$ cat config.mk
export PLATFORM = sky130hd
export DESIGN_NAME = lock_access_ctrl
export DESIGN_NICKNAME = d
export VERILOG_FILES = /design/src/rtl/lock_access_ctrl.sv
export SDC_FILE = /design/constraint.sdc
export NUM_CORES = 1
export LEC_CHECK = 0
export ABC_AREA = 1
export BUFFER_PORTS_ARGS = -buffer_cell sky130_fd_sc_hd__buf_2
export CAP_MARGIN = 40
export CORE_AREA = 2 2 58 60
export CTS_BUF_LIST = sky130_fd_sc_hd__clkbuf_4 sky130_fd_sc_hd__clkbuf_8 sky130_fd_sc_hd__clkbuf_16
export DETAILED_ROUTE_END_ITERATION = 10
export DIE_AREA = 0 0 60 62
export PLACE_DENSITY = 0.82
export SLEW_MARGIN = 20
export SYNTH_ARGS = -nofsm -noshare
export SYNTH_HDL_FRONTEND = slang
export SYNTH_SLANG_ARGS = --single-unit
$ cat constraint.sdc
create_clock -name clk -period 1.63 [get_ports clk]
set_input_delay 0.489 -clock clk [delete_from_list [all_inputs] [get_ports clk]]
set_output_delay 0.489 -clock clk [all_outputs]
set_load 0.01 [all_outputs]
$ cat src/rtl/lock_access_ctrl.sv
// Keypad lock session controller: round-robin arbiter for two keypads, code entry, fail counting, lockout.
// Optional LOCK_ALARM_LATCH_EN: once lockout expires the alarm and LOCKOUT state hold until reset.
module lock_access_ctrl #(
  parameter int unsigned DIGITS      = 4,
  parameter int unsigned DW          = 3,
  parameter int unsigned MAX_FAIL    = 3,
  parameter int unsigned UNLOCK_CYC  = 10,
  parameter int unsigned LOCKOUT_CYC = 50,
  parameter int unsigned IDLE_TO     = 20
) (
  input  logic                            clk,
  input  logic                            reset,
  input  logic [DIGITS*DW-1:0]            code,
  input  logic [1:0]                      req,
  input  logic [1:0]                      key_valid,
  input  logic [2*DW-1:0]                 key_digit,
  output logic [1:0]                      grant,
  output logic [1:0]                      key_ready,
  output logic [$clog2(DIGITS)-1:0]       sel,
  output logic [$clog2(MAX_FAIL+1)-1:0]   fail_cnt,
  output logic                            locked,
  output logic                            entimer,
  output logic                            alarm
);

  localparam int unsigned SW   = $clog2(DIGITS);
  localparam int unsigned FW   = $clog2(MAX_FAIL + 1);
  localparam int unsigned T1   = (UNLOCK_CYC > LOCKOUT_CYC) ? UNLOCK_CYC : LOCKOUT_CYC;
  localparam int unsigned TMAX = (T1 > IDLE_TO) ? T1 : IDLE_TO;
  localparam int unsigned TW   = $clog2(TMAX + 1);

  typedef enum logic [2:0] {
    S_IDLE, S_ENTRY, S_CHECK, S_UNLOCK, S_FAIL, S_LOCKOUT
  } state_t;

  state_t          state, state_n;
  logic [1:0]      grant_n, kr_n;
  logic [SW-1:0]   sel_n;
  logic [FW-1:0]   fail_n, fail_sat;
  logic            locked_n, ent_n, alarm_n;
  logic            mismatch, mm_n;
  logic [TW-1:0]   timer, tmr_n, tmr_inc;
  logic            rr, rr_n, pick;
  logic            own, accept;
  logic [DW-1:0]   digit, exp_digit;

  // Owner index and the digit it presents; the other keypad is never looked at.
  assign own       = grant[1];
  assign accept    = key_valid[own] & key_ready[own];
  assign digit     = own ? key_digit[2*DW-1:DW] : key_digit[DW-1:0];
  assign exp_digit = code[int'(sel)*DW +: DW];
  assign tmr_inc   = timer + TW'(1);

  always_ff @(posedge clk) begin
    if (reset) begin
      state     <= S_IDLE;
      grant     <= 2'b00;
      key_ready <= 2'b00;
      sel       <= '0;
      fail_cnt  <= '0;
      locked    <= 1'b1;
      entimer   <= 1'b0;
      alarm     <= 1'b0;
      mismatch  <= 1'b0;
      timer     <= '0;
      rr        <= 1'b0;
    end else begin
      state     <= state_n;
      grant     <= grant_n;
      key_ready <= kr_n;
      sel       <= sel_n;
      fail_cnt  <= fail_n;
      locked    <= locked_n;
      entimer   <= ent_n;
      alarm     <= alarm_n;
      mismatch  <= mm_n;
      timer     <= tmr_n;
      rr        <= rr_n;
    end
  end

  always_comb begin
    state_n  = state;
    grant_n  = grant;
    kr_n     = key_ready;
    sel_n    = sel;
    fail_n   = fail_cnt;
    locked_n = locked;
    ent_n    = entimer;
    alarm_n  = alarm;
    mm_n     = mismatch;
    tmr_n    = timer;
    rr_n     = rr;
    pick     = 1'b0;
    fail_sat = (fail_cnt == FW'(MAX_FAIL)) ? fail_cnt : fail_cnt + FW'(1);

    case (state)
      S_IDLE: begin
        if (req != 2'b00) begin
          // rr names the keypad favoured on contention; it flips away from each winner
          pick    = (req == 2'b11) ? rr : req[1];
          grant_n = pick ? 2'b10 : 2'b01;
          kr_n    = pick ? 2'b10 : 2'b01;
          rr_n    = ~pick;
          sel_n   = '0;
          mm_n    = 1'b0;
          tmr_n   = '0;
          state_n = S_ENTRY;
        end
      end

      S_ENTRY: begin
        mm_n = mismatch | (accept & (digit != exp_digit));
        if (accept && sel == SW'(DIGITS - 1)) begin
          state_n = S_CHECK;
          grant_n = 2'b00;
          kr_n    = 2'b00;
          sel_n   = '0;
          tmr_n   = '0;
        end else if (!accept && tmr_inc == TW'(IDLE_TO)) begin
          state_n = S_FAIL;
          grant_n = 2'b00;
          kr_n    = 2'b00;
          sel_n   = '0;
          tmr_n   = '0;
        end else if (!req[own]) begin
          state_n = S_IDLE;
          grant_n = 2'b00;
          kr_n    = 2'b00;
          sel_n   = '0;
          tmr_n   = '0;
        end else if (accept) begin
          sel_n = sel + SW'(1);
          tmr_n = '0;
        end else begin
          tmr_n = tmr_inc;
        end
      end

      S_CHECK: begin
        if (mismatch) begin
          state_n = S_FAIL;
        end else begin
          state_n  = S_UNLOCK;
          fail_n   = '0;
          locked_n = 1'b0;
          ent_n    = 1'b1;
          tmr_n    = '0;
        end
      end

      S_UNLOCK: begin
        if (tmr_inc == TW'(UNLOCK_CYC)) begin
          state_n  = S_IDLE;
          locked_n = 1'b1;
          ent_n    = 1'b0;
          tmr_n    = '0;
        end else begin
          tmr_n = tmr_inc;
        end
      end

      S_FAIL: begin
        fail_n = fail_sat;
        if (fail_sat == FW'(MAX_FAIL)) begin
          state_n = S_LOCKOUT;
          alarm_n = 1'b1;
          tmr_n   = '0;
        end else begin
          state_n = S_IDLE;
        end
      end

      S_LOCKOUT: begin
`ifdef LOCK_ALARM_LATCH_EN
        // Timer parks at the limit; only reset leaves this state
        if (timer != TW'(LOCKOUT_CYC)) tmr_n = tmr_inc;
`else
        if (tmr_inc == TW'(LOCKOUT_CYC)) begin
          state_n = S_IDLE;
          alarm_n = 1'b0;
          fail_n  = '0;
          tmr_n   = '0;
        end else begin
          tmr_n = tmr_inc;
        end
`endif
      end

      default: state_n = S_IDLE;
    endcase
  end

endmodule

# Word-level counts from Yosys, hierarchy flattened
# Index checks and enable logic that the tools add are counted.
# word_totals
register_bits	20
latch_bits	0
ramBits	0
romBits	0
inputBits	24
output_inout_bits	11
word_cells	113
mem_count	0
# op_classes
addsub	3
multipliers	1
n_div	0
order_cmp	1
eq_ne	20
n_shift	1
muxes	54
n_bitwise	4
n_reduce_logical	19
# ops
op	count
6-bit 2-to-1 mux	9
6-bit one-hot mux with 6 select lines	1
3-bit 2-to-1 mux	9
2-bit 2-to-1 mux	13
3-bit one-hot mux with 6 select lines	1
3-bit AND reduction	5
1-bit 2-to-1 mux	14
12-bit by 5-bit variable part select with 3-bit output	1
2-bit != test, second input constant	5
2-bit equality test, second input constant	4
1-bit one-hot mux with 2 select lines	4
2-bit one-hot mux with 2 select lines	2
4-bit AND reduction	2
2-bit nonzero test	4
6-bit by 1-bit adder with 6-bit output, second input constant	1
3-bit by 2-bit equality test with 1-bit output, second input constant	2
3-bit equality test, second input constant	2
6-bit by 4-bit equality test with 1-bit output, second input constant	1
6-bit by 5-bit equality test with 1-bit output, second input constant	1
6-bit equality test, second input constant	1
2-bit one-hot mux with 3 select lines	1
6-bit nonzero test	1
5-bit != test, second input constant	1
2-bit by 1-bit adder with 2-bit output, second input constant	2
other kinds (13)	16

# Logic depth before layout (Yosys ltp)
# Gate-level depths: netlist (run 1).
# logic_depth
ltp_word	8
mapped_depth	12
depth_no_buf	12

# Least setup slack after synthesis (run 1)
# No wires, ideal clock.
# synth_path
path_type	reg2reg
start	reg timer[0]
end	reg timer[4]
setup_ns	0.132
t_arrival_ns	1.435
required_ns	1.498
path_slack_ns	0.063
path_stages_with_launch	10
n_path_buf	0
period_less_slack_ns	1.567
path_cell_list	dfxtp_1 ha_1 nand2_1 nand2_1 nand2_1 nand3b_1 o21ai_4 nand3_1 nand2_1 a21oi_1
# synth_via
elab_chain_cells	6
elab_cells_between_ends	12
classes_between	add/sub (1); eq/ne (3); mux (7); reduce/logical (1)
# synth_lines
element	line	source
from (decl)	42	logic [TW-1:0] timer, tmr_n, tmr_inc;
from (signal assigned)	77	timer <= tmr_n;
6-bit by 1-bit adder with 6-bit output *	52	assign tmr_inc = timer + TW'(1);
6-bit by 5-bit equality test with 1-bit output / 6-bit 2-to-1 mux (equally long branches)	120, 132	
1-bit logical AND / 6-bit 2-to-1 mux (equally long branches)	120, 126	
6-bit 2-to-1 mux	120	end else if (!accept && tmr_inc == TW'(IDLE_TO)) begin
6-bit 2-to-1 mux	114	if (accept && sel == SW'(DIGITS - 1)) begin
6-bit one-hot mux with 6 select lines *	97	case (state)
# Every way passes the cells marked *; elsewhere a longest branch is shown, timed or not.
# A chain may end at the register's enable or synchronous reset.

# Final worst setup path (run 1)
# layout_path
start	reg timer[1]
end	reg timer[5]
# The elaborated chain is that of the path after synthesis.

==> results of run 1 <==
per-layer routing:
metal  global-route usage (%)  vias up  wire length (um)  part of all wire, %
li1                         -      809                 -                    -
met3                     3.73        2               174                  5.2
met5                        0        -                 0                    0
met2                     31.5       47              1600                   48
met4                     1.90        0                11                 0.33
met1                     22.6      677              1540                   46
power by group:
| part | internal, mW | switching [mW] |
|---|---|---|
| Combinational | 0.114 | 0.148 |
| Clock | 0.136 | 0.161 |
| Sequential | 0.508 | 0.0212 |
| Total | 0.758 | 0.331 |
critical path, delay by kind of cell (launching register included):
kind                       cells  cell delay [ps]
and+or+nand+nor                6              650
DFF                            1              380
AOI/OAI and AO/OA              2              310
adders and majority gates      1              160
state kept, by name, summed over array words and instances, names as in the netlist:
name       flops
timer          6
state          3
fail_cnt       2
key_ready      2
sel            2
alarm          1
entimer        1
locked         1
mismatch       1
rr             1
per-stage QoR:
stage                     hold slack [ps]  setup slack, ps  TNS, ps  area [um2]  power (mW)
after CTS                             473             29.9        0        1690        1.07
after detailed placement              455             8.99        0        1650       0.783
after global routing                  506            -76.1     -427        1810        1.15
after global placement                446             39.3        0        1650       0.777
final                                 468             14.7        0        1810        1.09
after floorplan                       460             63.2        0        1410       0.701
logic make-up (layout without fill, tap and decap cells):
| logic type | Yosys count | count (layout) | share of synthesized area (%) |
|---|---|---|---|
| buffers and inverters | 33 | 78 | 9.87 |
| AOI/OAI and AO/OA | 26 | 26 | 10.1 |
| xor gates and xnor gates | 3 | 3 | 1.87 |
| adders and majority gates | 4 | 4 | 3.56 |
| DFF | 20 | 20 | 28.4 |
| and+or+nand+nor | 140 | 140 | 46.1 |
cells in the mapped netlist (3+ instances only):
library cell              count
sky130_fd_sc_hd__a21oi_1     14
sky130_fd_sc_hd__dfxtp_1     20
sky130_fd_sc_hd__ha_1         4
sky130_fd_sc_hd__inv_1       29
sky130_fd_sc_hd__nand2_1     77
sky130_fd_sc_hd__nand2_2      4
sky130_fd_sc_hd__nand3_1     16
sky130_fd_sc_hd__nand3_2      5
sky130_fd_sc_hd__nand4_1      7
sky130_fd_sc_hd__nor2_1      21
sky130_fd_sc_hd__o21ai_0     10
sky130_fd_sc_hd__xor2_1       3
worst min-delay path by stage:
stage,slack (ps),end,from,depth (start not counted)
after floorplan,460,mismatch,mismatch,2
after global placement,450,alarm,alarm,2
after detailed placement,460,alarm,alarm,2
after CTS,470,alarm,alarm,2
after global routing,510,alarm,alarm,2
final,470,alarm,alarm,2
cell type report:
class	count	area, um2
timing repair buffer	45	260
tap	46	57.6
sequential	20	405
clock buffer	4	36.3
multi-input combinational	173	945
fill	326	1370
inverter	29	109
repair_timing:
| item | CTS | global route |
|---|---|---|
| resized for setup | 1 | 28 |
| pin swaps | 0 | 16 |
| setup endpoints to repair | 1 | 15 |
| cloned | 0 | 0 |
| buffers inserted | 0 | 5 |
==> results by group, run 1 <==
STA
  • Timing-limited maximum frequency: 0.619 GHz
  • Final setup violation count: 0
  • Worst-margin pin slew: roughly 370 ps
  • Hold Violations, Final: 0
  • Worst slew slack as a fraction of its limit: 74.8%
  • Setup skew after layout: 3.04 ps
  • Setup repair after global routing missed its margin: yes
  • Clock period minus worst slack: 1620 ps
  • Final count of pins violating max slew: 0
  • Post-route clock period utilization: between 90 and 100%

Global routing
  • Global-route wire length before repair: 5070 um
  • Antenna violations before repair: 0
  • Maximum number of pins on one net before global-route repair: 13
  • Number of global-route vias before repair: 1238
  • GRT Residual Overflow: 0
  • Tot GR Track Use: about 18%

Layout
  • Post-layout utilization of the core: 57.0%
  • Top library cells by usage in the layout, fill and taps aside: sky130_fd_sc_hd__nand2_1, sky130_fd_sc_hd__buf_2, sky130_fd_sc_hd__inv_1, sky130_fd_sc_hd__nor2_1, sky130_fd_sc_hd__dfxtp_1
  • Signed area change from the synthesized netlist to the final layout: 28.8%
  • Number of diodes added for antenna fixing: 0
  • Fin nets: 300
  • Post-route insts no fill: about 320
  • Layout cell share with drive strength beyond 1: approximately a third
  • Most common cell after layout, fill and taps aside: sky130_fd_sc_hd__nand2_1

Floorplanning
  • Initial Util: 44.3%
  • Die ar.: 3720 um2
  • Width of the die: 60 um
  • Die Height: 62 um
  • Std-Cell Rows: 21
  • Core Box Area: roughly 3200 um2
  • Top-Level Pins: 35

Routing
  • DRC violation total after the first TritonRoute iteration: 40
  • Antenna viol nets, final: 0
  • Drt total wl: 3320 um
  • Number of search-and-repair iterations in the first detailed-routing pass: 4
  • Via count normalized by instance count: between 4 and 5
  • Number of vias in the routed layout: 1535
  • Count of unresolved DRC violations after routing: 0
  • Final routed wire length divided by cell count: around 10 um

Yosys
  • Area contributors post-synth: sky130_fd_sc_hd__dfxtp_1, sky130_fd_sc_hd__nand2_1, sky130_fd_sc_hd__inv_1, sky130_fd_sc_hd__nand3_1, sky130_fd_sc_hd__nor2_1
  • Top cell type by total area after synthesis: sky130_fd_sc_hd__dfxtp_1
  • Average cell area after synthesis: 6.23 um2
  • Post-Syn Nets: 254
  • Number of library cell types mapped by synthesis: 23
  • Share of synthesized area occupied by flip-flops and latches: 28.4%
  • Syn. warnings: 0
  • Flip-flop and latch count after synthesis: 20
  • Count of flip-flops with a built-in enable after synthesis: 0
  • Most instantiated flip-flop cell in the synthesis netlist: sky130_fd_sc_hd__dfxtp_1
  • Area share of the leading cell type in the synthesized netlist: 28.4%
  • Number of instances in the synthesized netlist: between 200 and 250
  • FFs w/ async S/R, synth: 0%
  • Cell Area, Synth: approximately 1400 um2

CTS
  • Bufs on Longest Clock Path: 2
  • CTS hold repair buffers: 0
  • CTS Root Buffer Type: sky130_fd_sc_hd__clkbuf_4
  • # H-tree levels: 1
  • CTS sink count: 20
  • Number of buffers created by CTS: 3
  • Clock edge transition at the registers on the reported setup and hold paths: 120 ps
  • CTS tree: done
  • Worst skew pair latency: 300 ps

Worst setup path
  • Critical path startpoint category: register
  • Critical Setup Path Class: register to register
  • Worst path arrival time: 1810 ps
  • Critical path peak fanout: 6
  • FF-to-FF path depth: 9
  • Delay of the slowest cell on the worst path: 380 ps
  • Worst EP required: 1830 ps
  • Crit path from: timer[1]
  • Crit path capture: timer[5]
  • Category of the worst setup path capture point: register
  • Slowest CP cell: sky130_fd_sc_hd__dfxtp_2
  • Worst setup slack for register-to-register paths: approximately 15 ps
  • Reg-to-reg startpoint: timer[1]
  • R2R Path End: timer[5]
  • Cells along the critical path: ha_4, nand2_1, nand2_2, nand2_2, nand3b_1, o21ai_4, nand3_1, nand2_1, a21oi_1

Place
  • HPWL Detailed: about 2400 um
  • PortBufs: 34
  • Number of placed cells counting well taps: 308
  • Final weighted congestion of routability-driven global placement: roughly 0.85

Status
  • Result of the run: complete, no violations

Min path
  • Hold Crit Class: register to register

Run
  • Number of violations of the max-capacitance limit: 0

Power and ir drop
  • Pwr/cell area: approximately 600 nW/um2
  • Peak supply drop: 0.579 mV
  • Leakage power of the design: 0.862 nW
(Power assumes the default switching activity.)
==> run 2: changes to the inputs <==
==> constraint.sdc (replaced) <==
create_clock -name clk -period 1.63 [get_ports clk]
set_input_delay 0.4075 -clock clk [delete_from_list [all_inputs] [get_ports clk]]
set_output_delay 0.4075 -clock clk [all_outputs]
set_load 0.01 [all_outputs]
==> results by group, run 2 (synthesized netlist as in run 1, its figures left out) <==
CTS
  • Bufs on Longest Clock Path: 2 (unchanged)
  • CTS sink count: 20 (unchanged)
  • CTS Root Buffer Type: sky130_fd_sc_hd__clkbuf_4
  • CTS tree: done
  • Number of buffers created by CTS: 3 (unchanged)
  • CTS hold repair buffers: 0 (unchanged)
  • Worst skew pair latency: 320 ps (+20 ps)
  • Clock edge transition at the registers on the reported setup and hold paths: 120 ps (about the same)
  • # H-tree levels: 1 (unchanged)

Place
  • Number of placed cells counting well taps: 308 (unchanged)
  • Final weighted congestion of routability-driven global placement: 0.827 (-2.4%)
  • HPWL Detailed: 2550 um (+4.3%)
  • PortBufs: 34 (unchanged)

Floorplanning
  • Die ar.: 3720 um2 (unchanged)
  • Width of the die: 60 um (unchanged)
  • Std-Cell Rows: 21 (unchanged)
  • Core Box Area: 3180 um2 (unchanged)
  • Top-Level Pins: 35 (unchanged)
  • Initial Util: 44.3% (unchanged)
  • Die Height: 62 um (unchanged)

Global routing
  • Tot GR Track Use: 18.6% (+0.97 points)
  • Number of global-route vias before repair: 1283 (+3.6%)
  • Maximum number of pins on one net before global-route repair: 13 (unchanged)
  • GRT Residual Overflow: 0 (unchanged)
  • Global-route wire length before repair: 5210 um (+2.7%)
  • Antenna violations before repair: 0 (unchanged)

Worst setup path
  • Slowest CP cell: sky130_fd_sc_hd__dfxtp_2
  • Crit path capture: timer[1]
  • Category of the worst setup path capture point: register
  • Cell occurring most often along the worst timing path: sky130_fd_sc_hd__nand2_1
  • Cells along the critical path: ha_4, inv_1, nand2_1, nand2_1, nand2_1, nand3b_1, o21ai_4, nand3_2, nand2_1, a21oi_2
  • Reg-to-reg startpoint: timer[0]
  • Critical path peak fanout: 6 (unchanged)
  • Crit path from: timer[0]
  • Worst path arrival time: 1810 ps (about the same)
  • R2R Path End: timer[1]
  • FF-to-FF path depth: 10 (+1)
  • Worst EP required: 1840 ps (about the same)
  • Delay of the slowest cell on the worst path: 360 ps (-20 ps)
  • Critical Setup Path Class: register to register
  • Critical path startpoint category: register
  • Worst setup slack for register-to-register paths: 30 ps (about the same)

Layout
  • Most common cell after layout, fill and taps aside: sky130_fd_sc_hd__nand2_1
  • Top flop regs: timer: 6 flops, state: 3 flops
  • Top library cells by usage in the layout, fill and taps aside: sky130_fd_sc_hd__nand2_1, sky130_fd_sc_hd__buf_2, sky130_fd_sc_hd__inv_1, sky130_fd_sc_hd__nor2_1, sky130_fd_sc_hd__dfxtp_1
  • Number of diodes added for antenna fixing: 0 (unchanged)
  • Signed area change from the synthesized netlist to the final layout: 27.5%
  • Top reg by flops: timer
  • Number of flip-flops under the largest register name: 6 (unchanged)
  • Post-route insts no fill: 316 (-0.32%)
  • Fin nets: 299 (-0.33%)
  • Post-layout utilization of the core: 56.4% (-0.59 points)
  • Layout cell share with drive strength beyond 1: 28.1% (-4.0 points)

STA
  • Worst slew slack as a fraction of its limit: 76.1% (+1.3 points)
  • Setup repair after global routing missed its margin: yes
  • Final setup violation count: 0 (unchanged)
  • Setup skew after layout: 5.90 ps (+2.86 ps)
  • Clock period minus worst slack: 1600 ps (-14.2 ps)
  • Hold Violations, Final: 0 (unchanged)
  • Worst-margin pin slew: 356 ps (-19.3 ps)
  • Timing-limited maximum frequency: 0.625 GHz (+0.89%)
  • Final count of pins violating max slew: 0 (unchanged)
  • Post-route clock period utilization: 98.2% (-0.87 points)
  • Minimum hold slack: 417 ps (-51.5 ps)

Power and ir drop
  • Peak supply drop: 0.392 mV (-32%)
  • Leakage power of the design: 0.869 nW (+0.87%)
  • Pwr/cell area: 675 nW/um2 (+12%)

Routing
  • Met2 wire length: 1620 um (+1.8%)
  • Number of search-and-repair iterations in the first detailed-routing pass: 4 (unchanged)
  • Final routed wire length divided by cell count: 10.5 um (+0.29%)
  • Wire length on met3: 152 um (-13%)
  • Drt total wl: 3320 um (about the same)
  • Top Metal Used: met4
  • DRC violation total after the first TritonRoute iteration: 56 (+40%)
  • Number of vias in the routed layout: 1513 (-1.4%)
  • Count of unresolved DRC violations after routing: 0 (unchanged)
  • Via count normalized by instance count: 4.79 (-1.1%)
  • Post-route met1 wirelength: 1490 um (-3.4%)
  • Antenna viol nets, final: 0 (unchanged)

Min path
  • Cell count of the worst hold path: 2 (unchanged)
  • Hold Crit Class: input port to register

Status
  • Result of the run: complete, no violations

Run
  • Number of violations of the max-capacitance limit: 0 (unchanged)
==> run 2: cell types whose count changed in the layout (fill, tap and decap cells not counted), sizes merged <==
cell	delta
clkbuf	-1
buf	-1
bufinv	+1
==> run 2: how the worst min path moves through the flow <==
stage               slack [ps]           to     start
global placement           450        alarm     alarm
finish                     420     timer[1]     reset
detailed placement         450        alarm     alarm
floorplan                  460     mismatch  mismatch
CTS                        420  fail_cnt[0]     reset
global route               420     timer[1]     reset
==> run 2: cell type report <==
type                            count  area, um2
Fill cell                         312       1390
Clock buffer                        3       22.5
Timing Repair Buffer               44        253
Tap cell                           46       57.6
Inverter                           29        109
Multi-Input combinational cell    173        917
Clock inverter                      1       30.0
Sequential cell                    20        405
==> run 2: routing by layer <==
metal	vias up	global-route usage [%]
met1	662	22.2
met3	4	2.69
li1	808	-
met4	0	9.21
met5	-	0
met2	39	32.8
==> run 2: critical path, delay by kind of cell, from the launching register on <==
kind | cells | cell delay [ps]
compound gates | 2 | 290
fa+ha+maj | 1 | 170
buf+inv | 1 | 50
flops | 1 | 360
simple gates | 6 | 640
==> run 2: metrics by stage <==
stage / area [um2] / setup slack, ps / power [mW] / TNS, ps
after floorplan: 1410 / 63.2 / 0.701 / 0
after global placement: 1650 / -2.68 / 0.778 / -5.32
after detailed placement: 1650 / 4.34 / 0.785 / 0
after CTS: 1710 / 12.3 / 1.20 / 0
after global routing: 1790 / -71.7 / 1.27 / -444
final: 1790 / 28.9 / 1.21 / 0
==> run 2: repair_timing <==
action / 4_1_cts / 5_1_grt
endpoints found under the setup margin: 2 / 14
pin swaps: 2 / 10
setup buffers: 0 / 4
gates resized for setup: 2 / 16
==> run 2: power by group <==
part           leakage (nW)  switching [mW]  internal [mW]  total, mW
sequential            0.164          0.0238          0.508      0.531
clock                0.0279           0.174          0.249      0.422
combinational         0.677           0.143          0.115      0.257
==> run 3: changes to the inputs <==
Settings changed: CORE_AREA 2 2 58 60 to 2 2 55 57, DIE_AREA 0 0 60 62 to 0 0 57 59, PLACE_DENSITY 0.82 to 0.86.
Clock period 1.63 ns to 1.6 ns, I/O delays scaled along.
==> results by group, run 3 (synthesized netlist as in run 1, its figures left out) <==
Floorplanning
  • Std-Cell Rows: 19 (-9.5%)
  • Die ar.: 3360 um2 (-9.6%)
  • Die Height: 59 um (-4.8%)
  • Initial Util: 51.9% (+7.7 points)
  • Top-Level Pins: 35 (unchanged)
  • Core Box Area: 2710 um2 (-15%)
  • Width of the die: 57 um (-5.0%)

Routing
  • Via count normalized by instance count: 5.23 (+9.3%)
  • Antenna viol nets, final: 0 (unchanged)
  • DRC violation total after the first TritonRoute iteration: 75 (+34%)
  • Drt total wl: 3570 um (+7.6%)
  • Number of search-and-repair iterations in the first detailed-routing pass: 5 (+1)
  • Number of vias in the routed layout: 1591 (+5.2%)
  • Count of unresolved DRC violations after routing: 0 (unchanged)
  • Final routed wire length divided by cell count: 11.7 um (+12%)

STA
  • Hold Violations, Final: 0 (unchanged)
  • Setup skew after layout: 4.88 ps (-1.02 ps)
  • Final setup violation count: 0 (unchanged)
  • Setup repair after global routing missed its margin: yes
  • Final count of pins violating max slew: 0 (unchanged)
  • Timing-limited maximum frequency: 0.633 GHz (+1.4%)
  • Worst-margin pin slew: 388 ps (+32.8 ps)
  • Minimum hold slack: 445 ps (+28.0 ps)
  • Worst slew slack as a fraction of its limit: 73.9% (-2.2 points)
  • Clock period minus worst slack: 1580 ps (-21.6 ps)
  • Post-route clock period utilization: 98.7% (+0.49 points)

Power and ir drop
  • Sw Share: 27.6% (-0.46 points)
  • Pwr/cell area: 675 nW/um2 (about the same)
  • Proportion of power drawn by combinational gates: 22.0% (+0.7 points)
  • P_sw: 0.340 mW (about the same)
  • Leakage power of the design: 0.880 nW (+1.2%)
  • Clock share of power: 34.0% (-0.9 points)
  • Internal power consumption: 0.891 mW (+2.3%)
  • Peak supply drop: 0.599 mV (+53%)
  • Sequential Power Share: 43.9% (about the same)

Layout
  • Top library cells by usage in the layout, fill and taps aside: sky130_fd_sc_hd__nand2_1, sky130_fd_sc_hd__buf_2, sky130_fd_sc_hd__inv_1, sky130_fd_sc_hd__nor2_1
  • Layout cell share with drive strength beyond 1: 31.9% (+3.7 points)
  • Fin nets: 302 (+1.0%)
  • Post-layout utilization of the core: 67.3% (+11 points)
  • Top reg by flops: timer
  • Number of flip-flops under the largest register name: 6 (unchanged)
  • Most common cell after layout, fill and taps aside: sky130_fd_sc_hd__nand2_1
  • Top flop regs: timer: 6 flops, state: 3 flops
  • Signed area change from the synthesized netlist to the final layout: 29.5%
  • Number of diodes added for antenna fixing: 0 (unchanged)
  • Post-route insts no fill: 304 (-3.8%)

Global routing
  • Antenna violations before repair: 0 (unchanged)
  • GRT Residual Overflow: 0 (unchanged)
  • Number of global-route vias before repair: 1494 (+16%)
  • Tot GR Track Use: 22.5% (+3.9 points)
  • Global-route wire length before repair: 5930 um (+14%)
  • Maximum number of pins on one net before global-route repair: 13 (unchanged)

CTS
  • Bufs on Longest Clock Path: 2 (unchanged)
  • # H-tree levels: 1 (unchanged)
  • CTS Root Buffer Type: sky130_fd_sc_hd__clkbuf_4
  • Clock edge transition at the registers on the reported setup and hold paths: 120 ps (about the same)
  • Number of buffers created by CTS: 3 (unchanged)
  • CTS tree: done
  • Worst skew pair latency: 310 ps (about the same)
  • CTS sink count: 20 (unchanged)

Worst setup path
  • FF-to-FF path depth: 10 (unchanged)
  • Critical Setup Path Class: register to register
  • Top cell family by delay on the critical path: simple AND/OR/NAND/NOR gates
  • Critical path startpoint category: register
  • Delay of the slowest cell on the worst path: 380 ps (+20 ps)
  • Worst EP required: 1820 ps (-20 ps)
  • Cells along the critical path: buf_6, nand3_4, nor2_4, nand2_2, nand2_2, nand2_4, nand3_2, nand2_2, buf_4, a31oi_1
  • Cell occurring most often along the worst timing path: sky130_fd_sc_hd__nand2_2
  • Worst path depth: 10 (unchanged)
  • Category of the worst setup path capture point: register
  • Critical path peak fanout: 6 (unchanged)
  • Worst path arrival time: 1800 ps (about the same)
  • Total buffers and inverters traversed by the critical path: 2 (+1)
  • Slowest CP cell: sky130_fd_sc_hd__dfxtp_2

Status
  • Result of the run: complete, no violations

Run
  • Number of violations of the max-capacitance limit: 0 (unchanged)

Place
  • Final weighted congestion of routability-driven global placement: 0.869 (+5.1%)
  • HPWL Detailed: 2570 um (+0.55%)
  • Number of placed cells counting well taps: 294 (-4.5%)
  • PortBufs: 34 (unchanged)

Min path
  • Hold Crit Class: input port to register
  • Cell count of the worst hold path: 3 (+1)
==> run 3: changes by cell type in the layout (fill, tap and decap cells not counted), moves of 2 or more <==
| cell | delta |
|---|---|
| sky130_fd_sc_hd__nand3_2 | -2 |
| sky130_fd_sc_hd__nand2_2 | +5 |
| sky130_fd_sc_hd__nand2_1 | -5 |
| sky130_fd_sc_hd__nor2_1 | -2 |
| sky130_fd_sc_hd__buf_4 | +3 |
==> run 3: metrics by stage <==
step	TNS [ps]	worst slack (ps)	power (mW)	area [um2]
CTS	-10.9	-10.9	1.23	1730
detailed placement	-74.6	-37.2	0.800	1640
global route	-368	-52.3	1.30	1820
global placement	-18.5	-10.1	0.793	1640
floorplan	0	33.2	0.714	1410
finish	0	20.5	1.23	1820
==> run 3: routing by layer <==
metal,vias up,track usage [%],share of wire [%]
li1,812,-,-
met1,707,24.8,42
met2,63,42.0,51
met3,9,3.28,5.3
met4,0,11.3,2.0
met5,-,0,0
==> run 3: worst paths after layout <==
kind             from       end  slack (ps)
max          timer[1]  state[1]          20
min reg2reg     alarm     alarm         470
min             reset  timer[1]         440
max reg2reg  timer[1]  state[1]          20
==> run 3: final cells by class <==
| type | count | area, um2 |
|---|---|---|
| clock buffer | 3 | 22.5 |
| clock inverter | 1 | 30.0 |
| fill | 260 | 887 |
| inverter | 29 | 109 |
| multi-input combinational | 173 | 941 |
| sequential | 20 | 407 |
| tap | 31 | 38.8 |
| timing repair buffer | 47 | 275 |
==> run 3: power groups by stage <==
stage	sequential (mW)	clock, mW	combinational, mW
floorplan	0.550	0	0.164
global placement	0.548	0	0.245
detailed placement	0.549	0	0.251
CTS	0.539	0.430	0.256
global route	0.545	0.448	0.306
finish	0.541	0.419	0.271
==> run 3: worst min-delay path, cell delays in order <==
cell and delay, ps:
sky130_fd_sc_hd__buf_2 90, sky130_fd_sc_hd__buf_4 180, sky130_fd_sc_hd__a21oi_1 50
==> run 3: repair_timing <==
| action | CTS | global route |
|---|---|---|
| setup endpoints to repair | 8 | 16 |
| resized for setup | 11 | 17 |
| setup buffers | 1 | 5 |
| pin swaps | 8 | 11 |
| hold buffers | 0 | 0 |
